===== config.mk =====
export PLATFORM = sky130hd
export DESIGN_NAME = input_vc_buffer
export DESIGN_NICKNAME = d
export VERILOG_FILES = /design/src/rtl/noc_pkg.sv /design/src/rtl/vc_fifo.sv /design/src/rtl/input_vc_buffer.sv
export SDC_FILE = /design/constraint.sdc
export NUM_CORES = 1
export LEC_CHECK = 0
export BUFFER_PORTS_ARGS = -buffer_cell sky130_fd_sc_hd__buf_4
export CORE_ASPECT_RATIO = 1.5
export CORE_MARGIN = 3
export CORE_UTILIZATION = 35
export CTS_CLUSTER_DIAMETER = 40
export CTS_CLUSTER_SIZE = 12
export DETAILED_ROUTE_END_ITERATION = 10
export SETUP_SLACK_MARGIN = 0.02
export SLEW_MARGIN = 30
export SYNTH_ARGS = -nofsm -noshare
export SYNTH_HDL_FRONTEND = slang
export SYNTH_HIERARCHICAL = 1
export SYNTH_SLANG_ARGS = --single-unit

===== constraint.sdc =====
create_clock -name clk -period 10.9 [get_ports clk]
set_input_delay 2.18 -clock clk [delete_from_list [all_inputs] [get_ports clk]]
set_output_delay 2.18 -clock clk [all_outputs]
set_load 0.01 [all_outputs]

===== src/rtl/noc_pkg.sv =====
// Shared NoC definitions: link/flit widths, flit field offsets, route codes, packet FSM states.
package noc_pkg;

    localparam int unsigned FlitW      = 34;
    localparam int unsigned LinkW      = 37;
    localparam int unsigned NVcDefault = 3;
    localparam int unsigned RouteW     = 5;

    // Field offsets inside the 34-bit flit
    localparam int unsigned TypeLsb  = 32;
    localparam int unsigned XDestBit = 31;
    localparam int unsigned YDestBit = 30;
    localparam int unsigned SizeLsb  = 22;
    localparam int unsigned SizeW    = 8;

    typedef enum logic [1:0] {
        HEAD = 2'b00,
        BODY = 2'b01,
        TAIL = 2'b10
    } flit_type_e;

    typedef enum logic {
        IDLE   = 1'b0,
        IN_PKT = 1'b1
    } pkt_state_e;

    localparam logic [RouteW-1:0] RouteLocal = 5'b00001;
    localparam logic [RouteW-1:0] RouteNorth = 5'b00010;
    localparam logic [RouteW-1:0] RouteSouth = 5'b00100;
    localparam logic [RouteW-1:0] RouteEast  = 5'b01000;
    localparam logic [RouteW-1:0] RouteWest  = 5'b10000;

endpackage


===== src/rtl/vc_fifo.sv =====
// Single-VC flit FIFO: registered write, combinational read of the head entry.
module vc_fifo #(
    parameter int unsigned WIDTH = 34,
    parameter int unsigned DEPTH = 4
) (
    input  logic             clk_i,
    input  logic             rst_ni,
    input  logic             push_i,
    input  logic             pop_i,
    input  logic [WIDTH-1:0] data_i,
    output logic [WIDTH-1:0] data_o,
    output logic             full_o,
    output logic             empty_o
);

    localparam int unsigned AW = $clog2(DEPTH);

    // Extra MSB distinguishes full from empty when the index bits match
    logic [AW:0]      wptr_q, rptr_q;
    logic [WIDTH-1:0] mem_q [DEPTH];

    assign empty_o = (wptr_q == rptr_q);
    assign full_o  = (wptr_q[AW] != rptr_q[AW]) && (wptr_q[AW-1:0] == rptr_q[AW-1:0]);
    assign data_o  = mem_q[rptr_q[AW-1:0]];

    // Pointer update with synchronous active-low reset
    always_ff @(posedge clk_i) begin
        if (!rst_ni) begin
            wptr_q <= '0;
            rptr_q <= '0;
        end else begin
            if (push_i && !full_o) wptr_q <= wptr_q + 1'b1;
            if (pop_i && !empty_o) rptr_q <= rptr_q + 1'b1;
        end
    end

    // Storage write; contents need no reset since pointers gate visibility
    always_ff @(posedge clk_i) begin
        if (push_i && !full_o) mem_q[wptr_q[AW-1:0]] <= data_i;
    end

endmodule


===== src/rtl/input_vc_buffer.sv =====
// Router input stage: per-VC FIFOs, XY route select and wormhole packet tracking.
module input_vc_buffer
    import noc_pkg::*;
#(
    parameter int unsigned N_VC       = NVcDefault,
    parameter int unsigned BUFF_DEPTH = 4,
    parameter logic        ROUTER_X   = 1'b0,
    parameter logic        ROUTER_Y   = 1'b0
) (
    input  logic                     clk,
    input  logic                     arst,
    input  logic [LinkW-1:0]         fin_req_i,
    output logic [N_VC-1:0]          fin_resp_o,
    output logic [N_VC*LinkW-1:0]    fout_req_o,
    output logic [N_VC*RouteW-1:0]   fout_route_o,
    input  logic [N_VC-1:0]          fout_resp_i,
    output logic [N_VC-1:0]          err_o
);

    logic [N_VC-1:0]   push, pop, full, empty;
    logic [FlitW-1:0]  head [N_VC];

    pkt_state_e        state_q [N_VC];
    pkt_state_e        state_d [N_VC];
    logic [RouteW-1:0] route_q [N_VC];
    logic [RouteW-1:0] route_d [N_VC];
    logic [N_VC-1:0]   err_q, err_d;

    function automatic logic [RouteW-1:0] xy_route(input logic x, input logic y);
        logic east, west, south, north;
        east  = x & ~ROUTER_X;
        west  = ~x & ROUTER_X;
        south = y & ~ROUTER_Y;
        north = ~y & ROUTER_Y;
        if (east)       return RouteEast;
        else if (west)  return RouteWest;
        else if (south) return RouteSouth;
        else if (north) return RouteNorth;
        else            return RouteLocal;
    endfunction

    for (genvar v = 0; v < N_VC; v++) begin : g_vc
        // vc_id values with no matching FIFO never push and are dropped
        assign push[v] = fin_req_i[0] && (fin_req_i[2:1] == 2'(v)) && !full[v];
        assign pop[v]  = arst && !empty[v] && fout_resp_i[v];

        vc_fifo #(
            .WIDTH (FlitW),
            .DEPTH (BUFF_DEPTH)
        ) u_fifo (
            .clk_i   (clk),
            .rst_ni  (arst),
            .push_i  (push[v]),
            .pop_i   (pop[v]),
            .data_i  (fin_req_i[LinkW-1:3]),
            .data_o  (head[v]),
            .full_o  (full[v]),
            .empty_o (empty[v])
        );
    end

    // Packet FSM next state, route latch and sticky error, evaluated on each pop
    always_comb begin
        err_d = err_q;
        for (int v = 0; v < N_VC; v++) begin
            state_d[v] = state_q[v];
            route_d[v] = route_q[v];
            if (pop[v]) begin
                case (head[v][TypeLsb +: 2])
                    HEAD: begin
                        if (state_q[v] == IN_PKT) err_d[v] = 1'b1;
                        // A head mid-packet restarts the packet from this head
                        if (head[v][SizeLsb +: SizeW] != '0) begin
                            state_d[v] = IN_PKT;
                            route_d[v] = xy_route(head[v][XDestBit], head[v][YDestBit]);
                        end else begin
                            state_d[v] = IDLE;
                        end
                    end
                    BODY: begin
                        if (state_q[v] == IDLE) err_d[v] = 1'b1;
                    end
                    TAIL: begin
                        if (state_q[v] == IDLE) err_d[v] = 1'b1;
                        state_d[v] = IDLE;
                    end
                    default: err_d[v] = 1'b1;
                endcase
            end
        end
    end

    // Packet state registers with synchronous active-low reset
    always_ff @(posedge clk) begin
        if (!arst) begin
            err_q <= '0;
            for (int v = 0; v < N_VC; v++) begin
                state_q[v] <= IDLE;
                route_q[v] <= '0;
            end
        end else begin
            err_q <= err_d;
            for (int v = 0; v < N_VC; v++) begin
                state_q[v] <= state_d[v];
                route_q[v] <= route_d[v];
            end
        end
    end

    // Link-side ready and output-stage head flit/route presentation
    always_comb begin
        fin_resp_o   = '0;
        fout_req_o   = '0;
        fout_route_o = '0;
        for (int v = 0; v < N_VC; v++) begin
            fin_resp_o[v] = arst && !full[v];
            if (arst && !empty[v]) begin
                fout_req_o[v*LinkW +: LinkW] = {head[v], 2'(v), 1'b1};
                fout_route_o[v*RouteW +: RouteW] = (state_q[v] == IN_PKT) ? route_q[v] :
                    xy_route(head[v][XDestBit], head[v][YDestBit]);
            end
        end
    end

    assign err_o = err_q;

endmodule


# Word level (Yosys, flattened, before mapping)
# Memories as Yosys holds them, arrays and structs flattened. A register that Yosys moved wholly into a read port is not among the register bits.
# Cells that the tools add are included.
op_classes:
  n_addsub: 6
  multipliers: 0
  div_mod_pow: 0
  magnitude_cmp: 0
  eq_ne: 23
  n_shift: 0
  muxes: 62
  n_bitwise: 6
  n_reduce_logical: 43
ops:
  columns: ["cell", "n"]
  rows:
  - ["37-bit 2-to-1 mux", 3]
  - ["5-bit 2-to-1 mux", 18]
  - ["1-bit logical AND", 24]
  - ["8-bit nonzero test", 3]
  - ["1-bit 2-to-1 mux", 23]
  - ["3-bit by 1-bit adder with 3-bit output (second input constant)", 6]
  - ["2-bit 2-to-1 mux", 6]
  - ["4-bit 2-to-1 mux", 3]
  - ["2-bit != test (second input constant)", 6]
  - ["1-bit one-hot mux with 2 select lines", 6]
  - ["3-bit equality test", 3]
  - ["3-bit 2-to-1 mux", 3]
  - ["3-bit AND reduction", 3]
  - ["2-bit by 1-bit equality test with 1-bit output (second input constant)", 4]
  - ["2-bit equality test (second input constant)", 4]
  - ["2-bit zero test", 4]
  - ["2-bit equality test", 3]
  - ["1-bit zero test", 6]
  - ["1-bit bitwise OR", 6]
  - ["2-bit OR reduction", 3]
  - ["1-bit != test", 3]
word_totals:
  regBits: 21
  latchBits: 0
  ramBits: 426
  mem_bits_ro: 0
  wordCells: 154
  mem_count: 5
mem_list:
  columns: ["memory", "words", "word_bits", "read_ports", "rd_clocked_by_memory_dff", "write_ports", "line", "rtl"]
  rows:
  - ["g_vc[0].u_fifo.mem_q", 4, 34, 1, 1, 1, "vc_fifo.sv:20", "logic [WIDTH-1:0] mem_q [DEPTH];"]
  - ["g_vc[1].u_fifo.mem_q", 4, 34, 1, 1, 1, "vc_fifo.sv:20", null]
  - ["g_vc[2].u_fifo.mem_q", 4, 34, 1, 1, 1, "vc_fifo.sv:20", null]
  - ["route_q", 3, 5, 3, 0, 3, "input_vc_buffer.sv:25", "logic [RouteW-1:0] route_q [N_VC];"]
  - ["state_q", 3, 1, 3, 0, 3, "input_vc_buffer.sv:23", "pkt_state_e state_q [N_VC];"]

# Logic depth before layout (Yosys ltp)
# Gate-level depths: netlist of run 1.
depth:
  ltp_word: 7
  mapped_depth: 9
  depth_no_buf: 8

# By module
# The synthesis of run 1 kept the hierarchy.
modules_own_cells:
  columns: ["mod", "instances", "cells_per_inst", "area_per_inst_um2", "seq_area_each_um2"]
  rows:
  - ["vc_fifo (g_vc[1].u_fifo ...)", 2, 246, 5459.0, 4244.1]
  - ["vc_fifo (g_vc[0].u_fifo)", 1, 246, 5462.7, 4244.1]
  - ["input_vc_buffer", 1, 252, 1843.0, 300.3]

# Worst setup path before layout of run 1
# OpenSTA, ideal clock, no wires.
synth_path:
  path_kind: "input -> output"
  startpoint: "in arst"
  endpoint: "out fout_req_o[10]"
  arrival_ns: 3.035
  required_time_ns: 8.720
  setup_slack_ns: 5.685
  stages: 5
  path_buffers: 2
  cell_sequence: "buf_2 -> nand2b_2 -> inv_1 -> clkbuf_1 -> and2_1"
synth_via:
  elab_chain_len: 2
synth_lines:
  columns: ["item", "line", "rtl"]
  rows:
  - ["start, declared", "input_vc_buffer.sv:11", "input logic arst,"]
  - ["1-bit logical AND", "input_vc_buffer.sv:117", "if (arst && !empty[v]) begin"]
  - ["37-bit 2-to-1 mux", "input_vc_buffer.sv:117", null]
  - ["end, declared", "input_vc_buffer.sv:14", "output logic [N_VC*LinkW-1:0] fout_req_o,"]
# No other way between the ends.

# Final worst setup path of run 1
layout_path:
  startpoint: "in arst"
  endpoint: "out fout_req_o[41]"
# Same word-level chain as after synthesis.

==> flow_metrics.tcl, run 1 <==
set metrics [dict create \
    status "finished, final reports clean" \
    area_growth_pct 19.3 \
    io_pins 174 \
    grt_usage_pct 15.7 \
    grt_antenna_before_repair 1 \
    period_share_pct 54.0 \
    grt_pass1_vias 10000 \
    power_mw 4.02 \
    ys_seq_area_share_pct 71.5 \
    synth_area_leaders "edfxtp_1 (67%), mux4_2 (13%), dfxtp_1 (4.3%)" \
    hold_buffers 0 \
    drcViolationCount 0 \
    synth_area_mm2 0.0182 \
    skew_ns 0.0172 \
    post-dp-hpwl_um 26300 \
    wirelength_um 43200 \
    clkSlewWorstSetupHoldPaths_ns 0.05 \
    clock.fmax_mhz 170 \
    max_cap_violations 0 \
    place_congestion 0.727 \
    drtIter0Drc 544 \
    powerDensity_mw_per_mm2 185 \
    ctsResizeCount 0 \
    hold_path_class "reg -> reg" \
    clk_latency_ns 0.57 \
    final_common_cell "edfxtp_1" \
    cts_setup_buffers 0 \
    postSynthAreaPerCell_um2 18.4 \
    layout-drive-gt1-share_pct 32.2 \
    overflow 0 \
    via_per_inst 5.11 \
    vdd_drop_max_mv 0.112 \
    ant_nets 0 \
    startpoint_type "input port" \
    slew_viol_final 0 \
    fin_crit_ns 5.88 \
    setup_tns_ns 0 \
    arrival_ns 3.70 \
    end_kind "output port" \
    setup_viol 0 \
    path_class "in -> out" \
    cts_tree "done" \
    grt_pass1_wl_um 64500 \
    via_count 9560 \
    synthCells 990 \
    most-common-layout-cells "edfxtp_1 (408), buf_4 (178), mux4_2 (102), and2_1 (96), clkbuf_16 (52)" \
    cts_inserted_buffers 51 \
    coreArea_mm2 0.0511 \
    dieArea_mm2 0.0549 \
    grt_max_degree 43 \
    routedWlPerCell_um 23.1 \
    yosysUniqueCellTypes 45 \
    yosys.area_share.xor_xnor_pct 0.865 \
    synth-edff-count 408 \
    relSlewSlack_pct 39.9 \
    yosysWarnings 6 \
    synthMuxAreaShare_pct 13.4 \
    rsz0062_at_grt "no" \
    drt_first_pass_iters 4 \
    ys.flop_type "edfxtp_1" \
    synth_simple_gate_area_share_pct 7.55 \
    floorplan.initialDensity_pct 35.7 \
    yosysTopAreaCell "edfxtp_1" \
    clkSinkCount 447 \
    diodes 0 \
    h-tree-depth 2 \
    synth_top_family_by_area "multiplexers" \
    dieWidth_um 192 \
    cts_buffer_depth 3 \
    fin_nets 1237 \
    yosysTopAreaCellShare_pct 67.2 \
    synth_seq_cells 447 \
    die_h_um 285 \
    numPortBuffers 163 \
    rows 101 \
    crit_fanout 42 \
    cts_root_buffer "clkbuf_16" \
    worstPathRequired_ns 8.72 \
    synth-compound-area-share_pct 2.92 \
    synth_fa_ha_area_share_pct 1.44 \
    p_leak_nw 7.37 \
    tightest_slew_ns 0.889 \
    async_reset_ff_share_pct 0 \
    hold_violations 0 \
]
-- synth_stat cells (5+ instances only) --
library cell,count
a21oi_1,9
nor3_1,15
a41oi_1,6
a31oi_1,9
clkbuf_1,14
nor2_1,27
a211o_1,12
or4_4,6
and2_1,105
mux4_2,102
nand4_1,6
ha_1,21
nand2b_1,5
o21ai_0,12
buf_1,9
edfxtp_1,408
buf_4,13
inv_1,27
mux2i_1,15
nand2_1,24
nand3b_1,12
o211ai_1,6
nor2b_1,6
buf_2,13
xor2_1,9
nand3_1,9
dfxtp_1,39
xnor2_1,9
-- sequential cells by signal (all words and copies together) (netlist names), named ones only --
name,flops
route_q,9
state_q,3
err_o,3
g_vc.u_fifo/rptr_q,9
g_vc.u_fifo/mem_q,408
g_vc.u_fifo/wptr_q,9
-- final cells by class --
class	count	area [um^2]
Fill cell	4552	29300
Sequential cell	447	13000
Multi-Input combinational cell	469	4850
Timing Repair Buffer	178	1340
Clock buffer	58	1320
Tap cell	669	837
Clock inverter	23	240
Inverter	27	101
-- cell families after synthesis --
group / Yosys count
flops: 447
simple gates: 234
mux: 117
buf+inv: 83
compound gates: 69
fa+ha+maj: 21
xor+xnor: 18
other cells: 1
-- metal layers --
layer  vias to the layer above  part of all wire (%)  GRT usage (%)
li1                       4244                     -              -
met1                      5024                    40           19.3
met2                       233                    54           28.9
met3                        57                   3.9           2.29
met4                         2                   2.0           3.90
met5                         -                 0.019              0
-- stage by stage --
stage / cell area (um^2) / hold slack, ns / setup slack, ns / util, % / cells
after global routing: 21700 / 0.486 / 4.83 / 42.6 / 1871
final: 21700 / 0.459 / 5.02 / 42.6 / 1871
after global placement: 20200 / 0.445 / 4.99 / 39.5 / 1790
after floorplan: 18300 / 0.438 / 5.68 / - / 999
after detailed placement: 20200 / 0.453 / 4.96 / 39.5 / 1790
after CTS: 21700 / 0.462 / 4.94 / 42.6 / 1871
-- power breakdown --
group / switching, mW / total (mW) / internal [mW]
Combinational: 0.271 / 0.498 / 0.227
Sequential: 0.0201 / 1.92 / 1.90
Clock: 0.665 / 1.61 / 0.941
-- final timing paths --
kind	to	cells past startpoint	slack, ns	start
max	fout_req_o[41]	6	5.02	arst
min	route_q[0][3]	2	0.46	route_q[0][3]
max reg2reg	g_vc[2].u_fifo/mem_q[0][16]	6	7.41	g_vc[2].u_fifo/wptr_q[0]
min reg2reg	route_q[0][3]	2	0.46	route_q[0][3]
-- worst max-delay path, stage by stage --
cell      delay (ns)
buf_4           0.37
nand2b_1        0.24
inv_1           0.10
buf_4           0.41
and2_1          0.22
buf_4           0.12
Power figures use the tool's default switching activity.
==> inputs of run 2 (changes only) <==
- clock period: 10.9 -> 5.75 ns (I/O delays scaled with it)
==> flow_metrics.tcl, run 2 (synthesized netlist as in run 1, its figures left out) <==
set metrics [dict create \
    cp-startpoint "g_vc[1].u_fifo/wptr_q[0]" \
    numPortBuffers 163 \
    clkSlewWorstSetupHoldPaths_ns 0.06 \
    tightest_slew_ns 0.880 \
    crit_fanout 22 \
    clock.fmax_mhz 229 \
    critPathMostFrequentCell "buf_4" \
    via_per_inst 5.14 \
    dieArea_mm2 0.0549 \
    ant_nets 0 \
    floorplan.initialDensity_pct 35.7 \
    setup_tns_ns 0 \
    critical_path.cell_chain "xor2_1 > nor3_1 > nand2b_1 > inv_1 > buf_4 > and2_1 > buf_4" \
    post-place-ws_ns 1.68 \
    ctsResizeCount 0 \
    setup_viol 0 \
    hold_path_class "reg -> reg" \
    cts_setup_buffers 0 \
    setup_ws_ns 1.39 \
    reg2reg_slack_ns 2.02 \
    post-dp-hpwl_um 28800 \
    crit_path_end "fout_req_o[58]" \
    wirelength_um 44800 \
    slowest_stage "inv_1" \
    die_h_um 285 \
    drtIter0Drc 739 \
    io_pins 174 \
    status "finished, final reports clean" \
    drcViolationCount 0 \
    vdd_drop_max_mv 0.205 \
    clkSinkCount 447 \
    cts_tree "done" \
    clock_power_share_pct 39.6 \
    end_kind "output port" \
    area_growth_pct 19.3 \
    r2r_cells 7 \
    fin_crit_ns 4.36 \
    rows 101 \
    grt_antenna_before_repair 1 \
    max_stage_delay_ns 0.54 \
    final_common_cell "edfxtp_1" \
    place_congestion 0.753 \
    slew_viol_final 0 \
    grt_usage_pct 16.3 \
    p_seq_share_pct 48.6 \
    via_count 9609 \
    relSlewSlack_pct 41.2 \
    hold_violations 0 \
    routedWlPerCell_um 23.9 \
    overflow 0 \
    timing.rr.start "g_vc[1].u_fifo/wptr_q[0]" \
    h-tree-depth 2 \
    cts_inserted_buffers 52 \
    period_share_pct 75.8 \
    skew_ns 0.0157 \
    largest_register_ffs 408 \
    fin_nets 1238 \
    coreArea_mm2 0.0511 \
    powerDensity_mw_per_mm2 350 \
    grt_pass1_vias 9991 \
    startpoint_type "flip-flop" \
    layout-drive-gt1-share_pct 32.4 \
    switching_share_pct 24.4 \
    dieWidth_um 192 \
    most-common-layout-cells "edfxtp_1 (408), buf_4 (178), mux4_2 (102), and2_1 (96), clkbuf_16 (52)" \
    diodes 0 \
    cts_buffer_depth 3 \
    arrival_ns 3.21 \
    rsz0062_at_grt "no" \
    grt_pass1_wl_um 65800 \
    grt_max_degree 36 \
    r2r-end "g_vc[1].u_fifo/mem_q[3][29]" \
    cts_root_buffer "clkbuf_16" \
    max_cap_violations 0 \
    clk_latency_ns 0.57 \
    drt_first_pass_iters 5 \
    worstPathRequired_ns 4.60 \
    path_class "reg -> out" \
    p_leak_nw 7.36 \
    p_comb_share_pct 11.8 \
    p_switching_mw 1.86 \
    p_int_mw 5.74 \
    hold_buffers 0 \
]
-- run 2: cell count changes in the layout (fill, tap and decap cells not counted), sizes merged --
cell and change:
bufinv -2, clkinv -4, inv +4, clkinvlp +1
-- run 2: cell type report --
cell class | count | area, um^2
clock inverters | 22 | 219
fillers | 4526 | 29300
repair buffers | 178 | 1340
inverters | 27 | 101
flip-flops and latches | 447 | 13000
clock buffers | 58 | 1320
well taps | 669 | 837
multi-input cells | 469 | 4870
-- run 2: layer usage --
| metal | track usage, % | wire length [um] | share of wire (%) | up-vias |
|---|---|---|---|---|
| met2 | 29.3 | 24000 | 54 | 298 |
| met4 | 4.99 | 1090 | 2.4 | 0 |
| met5 | 0 | 0 | 0 | - |
| met3 | 2.42 | 2120 | 4.7 | 62 |
| li1 | - | - | - | 4242 |
| met1 | 20.0 | 17500 | 39 | 5007 |
-- run 2: metrics by stage --
| step | cell area, um^2 | power, mW | hold WS [ns] | util (%) | cells |
|---|---|---|---|---|---|
| 4_1_cts | 21700 | 7.71 | 0.464 | 42.5 | 1870 |
| 3_5_place_dp | 20200 | 4.68 | 0.456 | 39.5 | 1790 |
| 5_1_grt | 21700 | 7.89 | 0.483 | 42.6 | 1870 |
| 3_3_place_gp | 20200 | 4.67 | 0.446 | 39.5 | 1790 |
| 2_1_floorplan | 18300 | 4.28 | 0.438 | - | 999 |
| 6_report | 21700 | 7.60 | 0.461 | 42.6 | 1870 |
-- run 2: worst max-delay path, delay by kind of cell, from the launching register on --
kind	cells	cell delay [ns]
buffers and inverters	3	1.04
flip-flops	1	0.49
AND/OR/NAND/NOR	3	0.61
XOR/XNOR	1	0.47
-- run 2: how the worst min path moves through the flow --
stage / start / endpoint / slack, ns / cells past startpoint
3_5_place_dp: route_q[0][5] / route_q[0][5] / 0.46 / 2
2_1_floorplan: route_q[0][0] / route_q[0][0] / 0.44 / 2
4_1_cts: route_q[0][5] / route_q[0][5] / 0.46 / 2
3_3_place_gp: route_q[0][13] / route_q[0][13] / 0.45 / 2
6_report: route_q[0][5] / route_q[0][5] / 0.46 / 2
5_1_grt: route_q[0][0] / route_q[0][0] / 0.48 / 2
-- run 2: power groups by stage --
stage                     Combinational, mW  Clock, mW  Sequential, mW
after global routing                  0.970       3.21            3.71
after floorplan                       0.589          0            3.69
after CTS                             0.921       3.09            3.70
after global placement                0.906          0            3.77
final                                 0.896       3.01            3.69
after detailed placement              0.917          0            3.77
